==> config.mk <==
export PLATFORM = sky130hd
export DESIGN_NAME = bus_master
export DESIGN_NICKNAME = d
export VERILOG_FILES = /design/src/rtl/bus_master.sv
export SDC_FILE = /design/constraint.sdc
export NUM_CORES = 1
export LEC_CHECK = 0
export BUFFER_PORTS_ARGS = -buffer_cell sky130_fd_sc_hd__buf_4
export CORE_UTILIZATION = 49
export DETAILED_ROUTE_END_ITERATION = 7
export PLACE_DENSITY = 0.8
export SYNTH_ARGS = -nofsm -noshare
export SYNTH_HDL_FRONTEND = slang
export SYNTH_SLANG_ARGS = --single-unit
==> constraint.sdc <==
create_clock -name clk -period 3.98 [get_ports clk]
set_input_delay 0.796 -clock clk [delete_from_list [all_inputs] [get_ports clk]]
set_output_delay 0.796 -clock clk [all_outputs]
set_load 0.05 [all_outputs]
==> src/rtl/bus_master.sv <==
// Bus master that turns a one-cycle req into a hold/hlda-arbitrated bus cycle,
// splitting odd-address word accesses into two single-byte parts.
module bus_master #(
  parameter int TIMEOUT = 255
) (
  input  logic        clk,
  input  logic        reset,
  input  logic        req,
  input  logic        req_wr,
  input  logic        req_mio,
  input  logic [23:0] req_addr,
  input  logic        req_word,
  input  logic [15:0] req_wdata,
  output logic        busy,
  output logic        done,
  output logic        err,
  output logic [15:0] rdata,
  output logic        hold,
  input  logic        hlda,
  output logic        bus_oe,
  output logic [23:1] a,
  output logic        _bhe,
  output logic        _ble,
  output logic        _ads,
  output logic        wr,
  output logic        mio,
  output logic        dc,
  output logic [15:0] d_out,
  output logic        d_oe,
  input  logic [15:0] d_in,
  input  logic        _ready,
  output logic [2:0]  state_dbg
);

  // Handshake: req is a one-cycle start strobe taken only while busy=0 (IDLE);
  // completion is a one-cycle done with err and rdata valid alongside it.
  typedef enum logic [2:0] {
    IDLE = 3'd0,
    HREQ = 3'd1,
    TS   = 3'd2,
    TC   = 3'd3,
    REL  = 3'd4
  } state_t;

  localparam logic [7:0] LIMIT = 8'(TIMEOUT - 1);

  state_t      state;
  logic [23:0] lat_addr;
  logic        lat_wr;
  logic        lat_mio;
  logic        lat_word;
  logic [15:0] lat_wdata;
  logic        part;
  logic [7:0]  cnt;

  logic        full_word;
  logic        second_pending;
  logic        nxt_part;
  logic [23:0] part_addr;
  logic [7:0]  wbyte;
  logic        lane_bhe_n;
  logic        lane_ble_n;
  logic [15:0] lane_dout;
  logic        go_ts;
  logic        go_tc;
  logic        go_rel;
  logic        rel_err;
  logic        cnt_inc;
  logic        capture;

  assign state_dbg = state;

  // Bus setup for the part about to start: the second part only ever starts from TC.
  always_comb begin
    full_word      = lat_word && !lat_addr[0];
    second_pending = lat_word && lat_addr[0] && !part;
    nxt_part       = (state == TC);
    part_addr      = nxt_part ? (lat_addr + 24'd1) : lat_addr;
    wbyte          = nxt_part ? lat_wdata[15:8] : lat_wdata[7:0];
    lane_bhe_n     = 1'b1;
    lane_ble_n     = 1'b1;
    lane_dout      = 16'h0000;
    if (full_word) begin
      lane_bhe_n = 1'b0;
      lane_ble_n = 1'b0;
      lane_dout  = lat_wdata;
    end else if (part_addr[0]) begin
      lane_bhe_n = 1'b0;
      lane_dout  = {wbyte, 8'h00};
    end else begin
      lane_ble_n = 1'b0;
      lane_dout  = {8'h00, wbyte};
    end
  end

  always_comb begin
    go_ts   = 1'b0;
    go_tc   = 1'b0;
    go_rel  = 1'b0;
    rel_err = 1'b0;
    cnt_inc = 1'b0;
    capture = 1'b0;
    case (state)
      HREQ: begin
        if (hlda) begin
          go_ts = 1'b1;
        end else if (cnt == LIMIT) begin
          go_rel  = 1'b1;
          rel_err = 1'b1;
        end else begin
          cnt_inc = 1'b1;
        end
      end
      TS: begin
        if (!hlda) begin
          go_rel  = 1'b1;
          rel_err = 1'b1;
        end else begin
          go_tc = 1'b1;
        end
      end
      TC: begin
        if (!hlda) begin
          go_rel  = 1'b1;
          rel_err = 1'b1;
        end else if (!_ready) begin
          capture = !lat_wr;
          if (second_pending) go_ts = 1'b1;
          else go_rel = 1'b1;
        end else if (cnt == LIMIT) begin
          go_rel  = 1'b1;
          rel_err = 1'b1;
        end else begin
          cnt_inc = 1'b1;
        end
      end
      default: ;
    endcase
  end

  always_ff @(posedge clk or posedge reset) begin
    if (reset) begin
      state     <= IDLE;
      lat_addr  <= 24'h0;
      lat_wr    <= 1'b0;
      lat_mio   <= 1'b0;
      lat_word  <= 1'b0;
      lat_wdata <= 16'h0;
      part      <= 1'b0;
      cnt       <= 8'h0;
      busy      <= 1'b0;
      done      <= 1'b0;
      err       <= 1'b0;
      rdata     <= 16'h0;
      hold      <= 1'b0;
      bus_oe    <= 1'b0;
      a         <= 23'h0;
      _bhe      <= 1'b1;
      _ble      <= 1'b1;
      _ads      <= 1'b1;
      wr        <= 1'b0;
      mio       <= 1'b0;
      dc        <= 1'b0;
      d_out     <= 16'h0;
      d_oe      <= 1'b0;
    end else begin
      done <= 1'b0;
      case (state)
        IDLE: begin
          if (req) begin
            lat_addr  <= req_addr;
            lat_wr    <= req_wr;
            lat_mio   <= req_mio;
            lat_word  <= req_word;
            lat_wdata <= req_wdata;
            part      <= 1'b0;
            cnt       <= 8'h0;
            err       <= 1'b0;
            hold      <= 1'b1;
            busy      <= 1'b1;
            state     <= HREQ;
          end
        end
        REL: begin
          busy  <= 1'b0;
          state <= IDLE;
        end
        default: ;
      endcase

      if (cnt_inc) cnt <= cnt + 8'd1;

      // Odd-word part 1 lands on the high lane, part 2 on the low lane.
      if (capture) begin
        if (full_word) rdata <= d_in;
        else if (part) rdata[15:8] <= d_in[7:0];
        else if (lat_word) rdata[7:0] <= d_in[15:8];
        else rdata <= {8'h00, lat_addr[0] ? d_in[15:8] : d_in[7:0]};
      end

      if (go_ts) begin
        state  <= TS;
        part   <= nxt_part;
        cnt    <= 8'h0;
        bus_oe <= 1'b1;
        _ads   <= 1'b0;
        a      <= part_addr[23:1];
        _bhe   <= lane_bhe_n;
        _ble   <= lane_ble_n;
        wr     <= lat_wr;
        mio    <= lat_mio;
        dc     <= 1'b1;
        d_out  <= lane_dout;
        d_oe   <= 1'b0;
      end

      if (go_tc) begin
        state <= TC;
        cnt   <= 8'h0;
        _ads  <= 1'b1;
        d_oe  <= lat_wr;
      end

      if (go_rel) begin
        state  <= REL;
        hold   <= 1'b0;
        bus_oe <= 1'b0;
        d_oe   <= 1'b0;
        _ads   <= 1'b1;
        _bhe   <= 1'b1;
        _ble   <= 1'b1;
        wr     <= 1'b0;
        mio    <= 1'b0;
        dc     <= 1'b0;
        done   <= 1'b1;
        err    <= rel_err;
      end
    end
  end

endmodule

==> metrics.txt <==
outcome=finished, final reports clean; net switching power=0.00344 W; Post-Synthesis Mean Instance Area=9.00 um2; die width=~110 um; first-pass GRT wire length=26100 um; Final Net Count=between 800 and 900; Total Routed Length=~16000 um; Max Clock Skew=slightly below 0.007 ns; Tcrit/Tclk final=about 74%; total of max-cap violations=0; Sw Ratio=between 40% and 50%; initial antenna violation count=0; most common cell in the netlist=nand2_1; hold buffer count at cts=0; RSZ-0062 raised after global routing=false; Die ar.=approximately 12000 um2; Yosys reg bits=around 120; async set-reset flop share out of synthesis=100%; sequential power share=around a third; total gr overflow=0; drc violations=0; RePlAce Congestion=around 0.89; FP Rows=39; internal power=0.00382 W; CP max-delay cell=dfrtp_1; WS Path Type=register to register; Synth Flop Type=dfrtp_1; Gate power share=45.9%; HP Class=input port to async pin; post-CTS setup buffers=0; synth cell count leaders=nand2_1 (158), dfrtp_1 (118), nor2_1 (51), a21oi_1 (38), clkbuf_1 (32); Area after DPL=~6900 um2; Worst-path clk slew=0.06 ns; Post-DRT Antenna Nets=0; maximum VDD drop=slightly below 0.6 mV; Critical Path Sink Type=register; Core Area=approximately 11000 um2; crit-path leading delay family=simple AND/OR/NAND/NOR gates; Buf/Inv on CP=0; CTS tree=done; synth warn=0; Starting Density=between 50 and 60%; data arrival time at the worst-slack endpoint=approximately 3.3 ns; Worst Path Required=between 4 and 5 ns; DRT Pass-1 Iters=5; Worst-Margin Slew=1.09 ns; clock power share=a little over a fifth; Leak=3.56 nW; DR vias/cell=roughly 5.9; total number of vias=between 5000 and 6000; clk_lat worst skew=0.42 ns; clk buf depth=2; Fmax achieved=338 MHz; Area contributors post-synth=dfrtp_1 (51%), nand2_1 (10%), mux2i_1 (3.4%); final hold vios=0; crit path cell chain=ha_1 -> nand4b_4 -> or4_1 -> or4_1 -> a31oi_1; area added between synthesis and finish=29.0%; Worst path max stage delay=about 0.83 ns; initial DRC count=447; Synth Instances=between 600 and 700; Filler Cell Count=between 800 and 900; PortBufs=around 130; Yosys cell types=50; Final Setup Violations=0; Post-DP HPWL=11000 um; CTS H-tree lvls=4; Final Cell Area=between 7000 and 8000 um2; CP Max Fanout=20; TritonCTS buffer count=17; Fin Setup TNS=0 ns; Min Clock Period, post-route=about 3.0 ns; GRT Total Usage=26.8%; most frequent CP cell=or4_1; largest net degree at the start of global routing=71; area leader, netlist=dfrtp_1; Post-synth EDFFs=0; IO Count=about 130; sequential share of the synthesized area=a little over half; CTS root buf=clkbuf_16; Syn Nets=approximately 710; max-slew violations=0; share of cells above drive strength 1=24.7%; vias in the first global route=5393; critical path launch point type=register; antenna cells=0; PD cells=968 nW/um2; Post-Syn Area=about 5800 um2; Die Y=between 100 and 150 um; CTS sink count=roughly 120; drt wl/cell=~17 um; post-cts sizing count=0; Worst slew margin=27.4%; area share of the largest cell type after synthesis=between 50% and 60%
-- registers in the layout, summed over array words and instances (netlist names), 3 cells and up --
signal / cells
lat_wdata: 16
lat_addr: 24
d_out: 16
rdata: 16
cnt: 8
state_dbg: 3
a: 23
-- through the flow --
step	total power [W]	setup slack (ns)	hold slack (ns)	util [%]	cells
detailed placement	0.00569	1.05	0.464	60.2	888
global placement	0.00557	1.22	0.462	60.2	888
global route	0.00764	0.902	0.366	65.4	920
CTS	0.00727	1.04	0.342	65.4	920
finish	0.00726	1.02	0.344	65.4	920
floorplan	0.00464	1.48	0.445	-	646
-- power groups by stage --
stage / logic, W / registers (W) / clock network (W)
6_report: 0.00333 / 0.00239 / 0.00154
5_1_grt: 0.00357 / 0.00246 / 0.00160
4_1_cts: 0.00334 / 0.00237 / 0.00155
3_5_place_dp: 0.00331 / 0.00238 / 0
3_3_place_gp: 0.00321 / 0.00236 / 0
2_1_floorplan: 0.00130 / 0.00334 / 0
-- cell type report --
class / count / area [um2] / area share (%)
clock buffers: 19 / 453 / 6.04
clock inverters: 13 / 145 / 1.93
inverters: 9 / 37.5 / 0.500
multi-input cells: 476 / 2600 / 34.6
flip-flops and latches: 121 / 3030 / 40.4
well taps: 143 / 179 / 2.39
repair buffers: 139 / 1060 / 14.1
-- worst reg2reg max path, stage by stage, from the launching register on --
cell      delay [ns]
dfrtp_1         0.83
ha_1            0.37
nand4b_4        0.15
or4_1           0.75
or4_1           0.58
a31oi_1         0.20
-- per-layer routing --
layer	wire, um	global-route usage [%]	vias to the layer above
li1	-	-	2515
met1	6230	33.3	2653
met2	7950	43.7	263
met3	1130	6.67	42
met4	564	13.5	0
met5	0	0	-
-- worst paths after layout --
check	slack (ns)	start	end	depth (start not counted)
worst max-delay path	1.02	lat_addr[0]	a[22]	5
worst min-delay path	0.34	reset	lat_addr[15]	2
worst max register to register	1.02	lat_addr[0]	a[22]	5
worst min register to register	0.47	lat_mio	lat_mio	2
max in group asynchronous	2.87	reset	rdata[9]	3
min in group clk	0.47	lat_mio	lat_mio	2
-- cells in the final DEF (no fill, tap or decap), types with 17 or more instances in the layout --
| cell | instances |
|---|---|
| clkbuf_16 | 17 |
| nor2_1 | 51 |
| nand2_1 | 158 |
| o21ai_0 | 28 |
| dfrtp_1 | 118 |
| buf_4 | 138 |
| a21oi_1 | 37 |
| mux2i_1 | 20 |
| a31oi_1 | 20 |
| nand3_1 | 18 |
| o22ai_1 | 19 |
-- kinds of logic (layout without fill, tap and decap cells) --
family / after synthesis / in the layout / synth area share (%)
AND/OR/NAND/NOR: 309 / 309 / 24.8
buffers and inverters: 49 / 180 / 3.44
AO/OA/AOI/OAI: 135 / 135 / 14.1
flip-flops: 121 / 121 / 52.2
multiplexers: 22 / 22 / 3.83
adder cells (fa/ha/maj): 3 / 3 / 0.646
XOR/XNOR: 7 / 7 / 1.05
No activity file was read; power rests on OpenSTA's default activity.
